==> config.mk <==
export PLATFORM = sky130hd
export DESIGN_NAME = ip_sdram_arbiter
export DESIGN_NICKNAME = d
export VERILOG_FILES = /design/src/rtl/ip_sdram_arbiter.sv
export SDC_FILE = /design/constraint.sdc
export NUM_CORES = 1
export LEC_CHECK = 0
export CAP_MARGIN = 25
export CORE_MARGIN = 2
export CORE_UTILIZATION = 43
export CTS_CLUSTER_SIZE = 14
export DETAILED_ROUTE_END_ITERATION = 10
export HOLD_SLACK_MARGIN = 0.03
export PLACE_DENSITY = 0.92
export SYNTH_ARGS = -nofsm -noshare
export SYNTH_HDL_FRONTEND = slang
export SYNTH_SLANG_ARGS = --single-unit
export TNS_END_PERCENT = 1
==> constraint.sdc <==
create_clock -name clk -period 3.9 [get_ports clk]
set_clock_uncertainty 0.15 [all_clocks]
set_input_delay 0.78 -clock clk [delete_from_list [all_inputs] [get_ports clk]]
set_output_delay 0.78 -clock clk [all_outputs]
set_load 0.02 [all_outputs]
==> src/rtl/ip_sdram_arbiter.sv <==
// Two-port SDRAM command arbiter (refresh > VDP > host) with a periodic refresh timer.
// Optional host anti-starvation is enabled by defining SDRAM_ARB_FAIRNESS_EN.
`timescale 1ns/1ps
module ip_sdram_arbiter #(
  parameter int REFRESH_INTERVAL  = 670,
  parameter int HOST_STARVE_LIMIT = 4
) (
  input  logic        clk,
  input  logic        reset,
  input  logic        vdp_req,
  input  logic        vdp_wr,
  input  logic [22:0] vdp_address,
  input  logic [7:0]  vdp_wdata,
  output logic        vdp_ack,
  output logic [15:0] vdp_rdata,
  input  logic        host_req,
  input  logic        host_wr,
  input  logic [22:0] host_address,
  input  logic [7:0]  host_wdata,
  output logic        host_ack,
  output logic [15:0] host_rdata,
  output logic        mem_req,
  output logic        mem_refresh,
  output logic        mem_wr,
  output logic [22:0] mem_address,
  output logic [7:0]  mem_wdata,
  input  logic        mem_busy,
  input  logic        mem_done,
  input  logic [15:0] mem_rdata,
  output logic        refresh_overrun
);

  typedef enum logic [1:0] {IDLE, ISSUE, WAIT_DONE, REFRESH} state_t;

  localparam logic [9:0] RELOAD = 10'(REFRESH_INTERVAL - 1);

  if (REFRESH_INTERVAL < 2 || REFRESH_INTERVAL > 1024) begin : g_bad_interval
    $error("REFRESH_INTERVAL must fit the 10-bit refresh counter");
  end
  if (HOST_STARVE_LIMIT < 1 || HOST_STARVE_LIMIT > 7) begin : g_bad_starve
    $error("HOST_STARVE_LIMIT must fit the 3-bit starve counter");
  end

  state_t     state, state_next;
  logic       grant_vdp, grant_host, start_refresh;
  logic       host_first, owner_host, txn_done;
  logic       refresh_pending, refresh_expire;
  logic [9:0] refresh_cnt;

`ifdef SDRAM_ARB_FAIRNESS_EN
  localparam logic [2:0] STARVE_LIMIT = 3'(HOST_STARVE_LIMIT);
  logic [2:0] starve_cnt;

  assign host_first = (starve_cnt >= STARVE_LIMIT);

  // Counts VDP wins only while the host is actually waiting; saturates at the limit.
  always_ff @(posedge clk or posedge reset) begin
    if (reset)
      starve_cnt <= '0;
    else if (grant_host)
      starve_cnt <= '0;
    else if (grant_vdp && host_req && starve_cnt < STARVE_LIMIT)
      starve_cnt <= starve_cnt + 3'd1;
  end
`else
  assign host_first = 1'b0;
`endif

  assign txn_done = (state == WAIT_DONE) && mem_done;

  // NOTE: every always_comb output gets a default first so no path can infer a latch.
  always_comb begin
    state_next    = state;
    grant_vdp     = 1'b0;
    grant_host    = 1'b0;
    start_refresh = 1'b0;
    unique case (state)
      IDLE: begin
        if (!mem_busy) begin
          if (refresh_pending) begin
            start_refresh = 1'b1;
            state_next    = REFRESH;
          // Requesters still hold req during their ack cycle; sampling then would double-grant.
          end else if (!(vdp_ack || host_ack)) begin
            if (host_req && (host_first || !vdp_req)) begin
              grant_host = 1'b1;
              state_next = ISSUE;
            end else if (vdp_req) begin
              grant_vdp  = 1'b1;
              state_next = ISSUE;
            end
          end
        end
      end
      ISSUE:              state_next = WAIT_DONE;
      WAIT_DONE, REFRESH: if (mem_done) state_next = IDLE;
      default:            state_next = IDLE;
    endcase
  end

  // NOTE: registered state uses non-blocking assignments so all flops update from pre-edge values.
  always_ff @(posedge clk or posedge reset) begin
    if (reset) begin
      state       <= IDLE;
      mem_req     <= 1'b0;
      mem_refresh <= 1'b0;
      mem_wr      <= 1'b0;
      mem_address <= '0;
      mem_wdata   <= '0;
      owner_host  <= 1'b0;
      vdp_ack     <= 1'b0;
      host_ack    <= 1'b0;
      vdp_rdata   <= '0;
      host_rdata  <= '0;
    end else begin
      state       <= state_next;
      mem_req     <= grant_vdp || grant_host;
      mem_refresh <= start_refresh;
      if (grant_host) begin
        mem_address <= host_address;
        mem_wdata   <= host_wdata;
        mem_wr      <= host_wr;
        owner_host  <= 1'b1;
      end else if (grant_vdp) begin
        mem_address <= vdp_address;
        mem_wdata   <= vdp_wdata;
        mem_wr      <= vdp_wr;
        owner_host  <= 1'b0;
      end
      vdp_ack  <= txn_done && !owner_host;
      host_ack <= txn_done && owner_host;
      if (txn_done && !mem_wr) begin
        if (owner_host) host_rdata <= mem_rdata;
        else            vdp_rdata  <= mem_rdata;
      end
    end
  end

  assign refresh_expire = (refresh_cnt == 10'd0);

  // Pending is a single flag: an expiry that finds it already set is recorded as an overrun.
  always_ff @(posedge clk or posedge reset) begin
    if (reset) begin
      refresh_cnt     <= RELOAD;
      refresh_pending <= 1'b0;
      refresh_overrun <= 1'b0;
    end else begin
      refresh_cnt <= refresh_expire ? RELOAD : refresh_cnt - 10'd1;
      if (refresh_expire)
        refresh_pending <= 1'b1;
      else if (start_refresh)
        refresh_pending <= 1'b0;
      if (refresh_expire && refresh_pending)
        refresh_overrun <= 1'b1;
    end
  end

endmodule

# Yosys cells after proc, flatten, opt, wreduce, memory -nomap -nowiden
# Cells that the tools add are included.
# totals
reg_bits	83
elab_cells	74
# op_classes
add_sub_neg	1
eq_ne	7
n_mux	32
n_bitwise	1
n_reduce_logical	19
# op_table
cell	n
2-to-1 mux 23 bit	2
2-to-1 mux 1 bit	20
2-to-1 mux 8 bit	2
2-to-1 mux 2 bit	6
zero test 10 bit	1
2-to-1 mux 10 bit	1
subtractor 10 x 1 -> 10 bit, second input constant	1
logical AND 1 bit	6
one-hot mux 2 bit (3 select lines)	1
== test 2 bit, second input constant	2
inequality test 2 bit, second input constant	2
inequality test 4 bit, second input constant	1
AND reduction 2 bit	2
AND reduction 4 bit	1
nonzero test 2 bit	2
zero test 1 bit	3
inequality test 3 bit, second input constant	1
== test 2 x 1 -> 1 bit, second input constant	1
zero test 2 bit	1
logical OR 1 bit	2
OR reduction 2 bit	1
NOT 1 bit	1

# Longest topological paths before layout
# Gate-level depths: netlist of the first run.
# logic_depth
ltp_word	9
ltp_mapped	6
mapped_depth_nobuf	5

# Worst setup path before layout of the first run
# Ideal clock, no wire load.
# synth_timing
path_type	input to register
start	input port mem_done
end	register vdp_rdata[0]
setup_ps	125
arrival_time_ps	1873
t_required_ps	3625
setup_slack_ps	1752
stages	5
path_buffers	2
path_cell_list	nand2b_4 or4b_4 buf_6 buf_12 mux2_4
# synth_between
elab_chain_cells	3
# synth_rtl
item	line	rtl
from (decl)	28	input logic mem_done,
logical AND 1 bit	69	assign txn_done = (state == WAIT_DONE) && mem_done;
logical AND 1 bit	132	if (txn_done && !mem_wr) begin
AND reduction 2 bit (no source line)	n/a	
to (signal assigned)	134	else vdp_rdata <= mem_rdata;
to (decl)	15	output logic [15:0] vdp_rdata,
# No other way between the ends.
# A chain may end at the register's enable or synchronous reset.

# Worst setup path after layout of the first run
# layout_timing
start	input port vdp_req
end	register mem_address[9]
# layout_between
elab_chain_cells	8
word_cells_on_any_way	15
# layout_rtl
item	line	rtl
from (decl)	10	input logic vdp_req,
zero test 1 bit	85	if (host_req && (host_first || !vdp_req)) begin
logical AND 1 bit	85	
2-to-1 mux 1 bit	85	
2-to-1 mux 1 bit	84	end else if (!(vdp_ack || host_ack)) begin
2-to-1 mux 1 bit	80	if (refresh_pending) begin
2-to-1 mux 1 bit	79	if (!mem_busy) begin
2-to-1 mux 1 bit	77	unique case (state)
2-to-1 mux 23 bit or nonzero test 2 bit (tied branches)	n/a	
to (signal assigned)	120	mem_address <= host_address;
to (signal assigned)	125	mem_address <= vdp_address;
to (decl)	25	output logic [22:0] mem_address,
# Parallel ways exist; a longest one is shown, timed or not.

==> impl_metrics.yaml, run 1 <==
route:
  drt_iter0_drc: 126
  drt_pass1_iterations: 5
  ant_nets: 0
  avgViaCountPerCell: 5.44
  drc: 0
  drt_wl_total_um: 9440
  vias: 3022
  wl_per_cell_um: 17.0
setup_path:
  worst_path_max_delay_cell: "and3_1"
  crit_path_end_kind: "flip-flop"
  path_delay_family: "simple AND/OR/NAND/NOR gates"
  critPathArrivalTime_ns: 2.76
  cp.required_ns: 3.98
  crit_type: "input port to flip-flop"
  worst_setup_path_start_kind: "input port"
  cp_max_fo: 34
  slowest_delay_ns: 0.59
  crit_chain: "clkdlybuf4s50_1 > or2_2 > and3_1 > buf_12 > a21oi_1"
  cp.buffers_inverters: 2
clock_tree:
  ctsHtreeMaxLevel: 3
  cts_made_buffers: 9
  cts-root-buf: "clkbuf_8"
  postCtsSetupBuffers: 0
  clk_pin_slew_ns: 0.09
  cts.sinks: 83
  cts.repair.resized: 0
  cts_tree: "yes"
  cts_buffer_depth: 2
  insertion_delay_ns: 0.35
  postCtsHoldBufs: 0
finish:
  drive_gt1_share_pct: 15.5
  final_common_cell: "clkdlybuf4s50_1"
  syn_to_final_growth_pct: 49.8
  diodes: 0
  final_cell_mix: "154 x clkdlybuf4s50_1, 77 x dfrtp_1, 35 x a21oi_1, 32 x mux2i_1, 32 x a31oi_1"
  fin_util_pct: 66.7
  nets: 533
synth:
  ys_types: 42
  synthArstFlopShare_pct: 100
  synth_area_per_cell_sq_um: 12.4
  synth_edf_count: 0
  seq_area_frac_synth_pct: 56.7
  ys_ff_latch: 83
  syn_inst: 296
  syn_nets: 383
  yosys_warnings: 0
  synth_ff_type: "dfrtp_1"
  synth_area_sq_um: 3680
timing:
  tns_ns: 0
  period_minus_slack_ns: 2.68
  drv_slew: 0
  fmaxAchievable_mhz: 373
  rsz0062_at_grt: "false"
  setup_viol: 0
  final_hold_viol_count: 0
  setup_ws_ns: 1.22
  worst_pin_slew_ns: 0.682
  period_share_pct: 68.7
  slew_headroom_pct: 54.5
power_and_ir_drop:
  p_leak_uw: 0.00223
  power.density_nw_per_um2: 728
  peakVddDrop_v: 0.000314
  power_uw: 4010
floorplan:
  ios: 155
  die_w_um: 96.5
  start_util_pct: 44.5
  die_y_um: 96.5
  rows: 33
  dieArea_sq_um: 9310
  core_sq_um: 8260
placed_design:
  hpwl_um: 6780
  routabilityCongestion: 0.811
  pre_cts_slack_ns: 0.882
  io_buffers: 154
run:
  cap_violations: 0
grt:
  antenna_found_initial: 0
  grt_pass1_vias: 3025
  grt_overflow: 0
  grt_max_degree: 35
  grt_pass1_wl_um: 14500
  grt.total_usage_pct: 20.2
outcome:
  status: "complete, no violations"
hold_path:
  hold_class: "flip-flop to flip-flop"
-- per-stage QoR --
stage          hold WS [ns]  area [sq um]  std cells
6_report              0.332          5510        556
3_3_place_gp          0.296          5310        540
3_5_place_dp          0.310          5310        540
5_1_grt               0.353          5510        556
2_1_floorplan         0.298          3680        296
4_1_cts               0.331          5510        556
-- final cells by class --
type / count / area [sq um]
clock inverters: 7 / 76.3
multi-input cells: 183 / 1460
fillers: 615 / 2750
well taps: 105 / 131
clock buffers: 9 / 124
repair buffers: 161 / 1610
inverters: 8 / 31.3
flip-flops and latches: 83 / 2080
-- sequential cells by signal (all words and copies together) (netlist names) --
register and cells:
vdp_ack 1, refresh_overrun 1, mem_req 1, mem_refresh 1
refresh_pending 1, owner_host 1, refresh_cnt 10, vdp_rdata 16
state 2, mem_address 23, mem_wr 1, host_ack 1
mem_wdata 8, host_rdata 16
-- routing by layer --
layer / vias to the layer above / wire length, um / global-route usage, %
li1: 1387 / - / -
met3: 14 / 795 / 5.90
met4: 0 / 102 / 5.75
met1: 1471 / 3840 / 26.5
met2: 150 / 4700 / 32.9
met5: - / 0 / 0
-- synth_stat cells, types with 2 or more instances --
cell | number | area, sq um
a21oi_1 | 35 | 175
inv_1 | 8 | 30.0
clkbuf_1 | 8 | 30.0
or3_1 | 2 | 12.5
nand2_1 | 8 | 30.0
dfstp_2 | 6 | 158
o21ai_0 | 5 | 25.0
mux2i_1 | 32 | 320
nor4_1 | 2 | 12.5
mux2_2 | 23 | 259
a31oi_1 | 32 | 200
nor2_1 | 6 | 22.5
nor3_1 | 3 | 15.0
dfrtp_1 | 77 | 1930
and3_1 | 2 | 12.5
o31ai_1 | 2 | 15.0
buf_2 | 10 | 50.1
mux2_4 | 10 | 150
nor3b_1 | 2 | 15.0
-- power by group --
part / internal [uW] / switching, uW / total (uW) / leakage [uW]
Combinational: 1000 / 943 / 1940 / 0.00118
Clock: 300 / 323 / 624 / 0.0000962
Sequential: 1210 / 231 / 1450 / 0.000957
-- cells by family (layout without fill, tap and decap cells) --
logic type / count (synthesis) / after routing / share of synthesized area, %
AOI/OAI and AO/OA: 79 / 79 / 12.4
xor gates and xnor gates: 2 / 2 / 0.476
adders and majority gates: 1 / 1 / 0.340
buffers and inverters: 30 / 185 / 4.19
DFF: 83 / 83 / 56.7
muxes: 65 / 65 / 19.8
and+or+nand+nor: 36 / 36 / 6.12
-- worst paths after layout --
check,slack (ns),to,depth (start not counted),start
worst max-delay path,1.22,mem_address[9],5,vdp_req
worst min-delay path,0.33,refresh_overrun,1,refresh_overrun
worst max register to register,1.69,refresh_cnt[8],5,refresh_cnt[1]
worst min register to register,0.33,refresh_overrun,1,refresh_overrun
max in group asynchronous,2.23,refresh_cnt[7],3,reset
min in group asynchronous,0.60,vdp_rdata[6],2,reset
Power figures use the tool's default switching activity.
==> inputs of run 2 (changes only) <==
--- a/config.mk
+++ b/config.mk
@@ -7,11 +7,11 @@
 export LEC_CHECK = 0
 export CAP_MARGIN = 25
 export CORE_MARGIN = 2
-export CORE_UTILIZATION = 43
+export CORE_UTILIZATION = 39
 export CTS_CLUSTER_SIZE = 14
 export DETAILED_ROUTE_END_ITERATION = 10
 export HOLD_SLACK_MARGIN = 0.03
-export PLACE_DENSITY = 0.92
+export PLACE_DENSITY = 0.88
 export SYNTH_ARGS = -nofsm -noshare
 export SYNTH_HDL_FRONTEND = slang
 export SYNTH_SLANG_ARGS = --single-unit
==> constraint.sdc (replaced) <==
create_clock -name clk -period 2.35 [get_ports clk]
set_clock_uncertainty 0.15 [all_clocks]
set_input_delay 0.47 -clock clk [delete_from_list [all_inputs] [get_ports clk]]
set_output_delay 0.47 -clock clk [all_outputs]
set_load 0.02 [all_outputs]
==> impl_metrics.yaml, run 2 (synthesis results as in run 1) <==
grt:
  grt.total_usage_pct: 18.4
  grt_pass1_vias: 3023
  grt_max_degree: 84
  grt_pass1_wl_um: 14800
  antenna_found_initial: 0
  grt_overflow: 0
floorplan:
  die_w_um: 101
  core_sq_um: 9200
  start_util_pct: 40.0
  rows: 35
  dieArea_sq_um: 10200
  die_y_um: 101
  ios: 155
clock_tree:
  cts_tree: "yes"
  cts_made_buffers: 9
  clk_pin_slew_ns: 0.09
  insertion_delay_ns: 0.34
  cts_buffer_depth: 2
  postCtsSetupBuffers: 0
  postCtsHoldBufs: 0
  cts.sinks: 83
  cts-root-buf: "clkbuf_8"
  ctsHtreeMaxLevel: 3
  cts.repair.resized: 0
finish:
  largest_reg_flops: 23
  fin_area_sq_um: 5610
  nets: 541
  seq_area_sq_um: 2080
  fillCellCount: 729
  reg_top3: "mem_address x23, host_rdata x16, vdp_rdata x16"
  drive_gt1_share_pct: 17.2
  multi_input_area_sq_um: 1460
  diodes: 0
  final_cell_mix: "154 x clkdlybuf4s50_1, 77 x dfrtp_1, 35 x a21oi_1, 32 x mux2i_1, 32 x a31oi_1"
  largest_register: "mem_address"
  syn_to_final_growth_pct: 52.5
  final_common_cell: "clkdlybuf4s50_1"
timing:
  fin_hold_ws_ns: 0.326
  fmaxAchievable_mhz: 467
  period_share_pct: 91.2
  worst_pin_slew_ns: 0.464
  rsz0062_at_grt: "false"
  slew_headroom_pct: 69.1
  drv_slew: 0
  period_minus_slack_ns: 2.14
  final_hold_viol_count: 0
  setup_ws_ns: 0.207
  setup_viol: 0
setup_path:
  crit_type: "flip-flop to flip-flop"
  cp.buffers_inverters: 1
  crit_path_end_kind: "flip-flop"
  worst_path_max_delay_cell: "or4b_1"
  cp_max_fo: 5
  timing.rr.end: "refresh_cnt[8]"
  worst_setup_path_start_kind: "flip-flop"
  rr_startpoint: "refresh_cnt[1]"
  path_delay_family: "simple AND/OR/NAND/NOR gates"
  critPathArrivalTime_ns: 2.22
  rr_worst_depth: 5
  cp.required_ns: 2.43
  crit_chain: "inv_1 > ha_1 > or4b_1 > nor4_1 > mux2_2"
  r2r_setup_slack_ns: 0.21
  slowest_delay_ns: 0.57
route:
  wl_met3_um: 555
  drt_pass1_iterations: 4
  wl_met2_um: 4650
  drc: 0
  wl_met1_um: 4000
  drt_wl_total_um: 9380
  highest_layer: "met4"
  avgViaCountPerCell: 5.22
  drt_iter0_drc: 51
  vias: 2976
  wl_per_cell_um: 16.5
  ant_nets: 0
run:
  cap_violations: 0
hold_path:
  hold_end: "refresh_overrun"
  whs_path_depth: 1
  hold_class: "flip-flop to flip-flop"
  worstHoldStart: "refresh_overrun"
power_and_ir_drop:
  p_leak_uw: 0.00227
  power.density_nw_per_um2: 1190
  peakVddDrop_v: 0.000450
  power_uw: 6680
placed_design:
  hpwl_um: 6850
  routabilityCongestion: 0.830
  post_dp_cell_area_sq_um: 5410
  pre_cts_slack_ns: -0.00862
  io_buffers: 154
outcome:
  status: "complete, no violations"
## run 2: stage by stage
stage / cells / TNS (ns) / util [%]
2_1_floorplan: 296 / 0 / -
3_3_place_gp: 554 / 0 / 58.8
3_5_place_dp: 554 / -0.0141 / 58.8
4_1_cts: 570 / 0 / 60.9
5_1_grt: 570 / 0 / 61.0
6_report: 570 / 0 / 61.0
## run 2: worst max path at each step
| stage | from | endpoint | slack (ns) | cells after the start |
|---|---|---|---|---|
| 5_1_grt | refresh_cnt[1] | refresh_cnt[8] | 0.02 | 5 |
| 3_3_place_gp | mem_done | vdp_rdata[3] | 0.03 | 4 |
| 3_5_place_dp | mem_done | vdp_rdata[3] | -0.009 | 4 |
| 2_1_floorplan | refresh_cnt[1] | refresh_cnt[8] | 0.36 | 5 |
| 6_report | refresh_cnt[1] | refresh_cnt[8] | 0.21 | 5 |
| 4_1_cts | refresh_cnt[1] | refresh_cnt[8] | 0.22 | 5 |
## run 2: final cells by class
type	instances	share of cell area, %
Sequential cell	83	37.2
Timing Repair Buffer	169	30.2
Multi-Input combinational cell	183	26.1
Tap cell	111	2.48
Clock buffer	9	2.21
Clock inverter	7	1.34
Inverter	8	0.602
## run 2: where the power goes
part / switching [uW] / total (uW) / internal (uW)
Clock: 518 / 1010 / 496
Sequential: 375 / 2390 / 2020
Combinational: 1580 / 3270 / 1690
## run 2: per-layer routing
layer / vias to the layer above / GRT usage [%]
li1: 1411 / -
met1: 1435 / 23.4
met2: 115 / 30.5
met3: 15 / 3.95
met4: 0 / 7.69
met5: - / 0
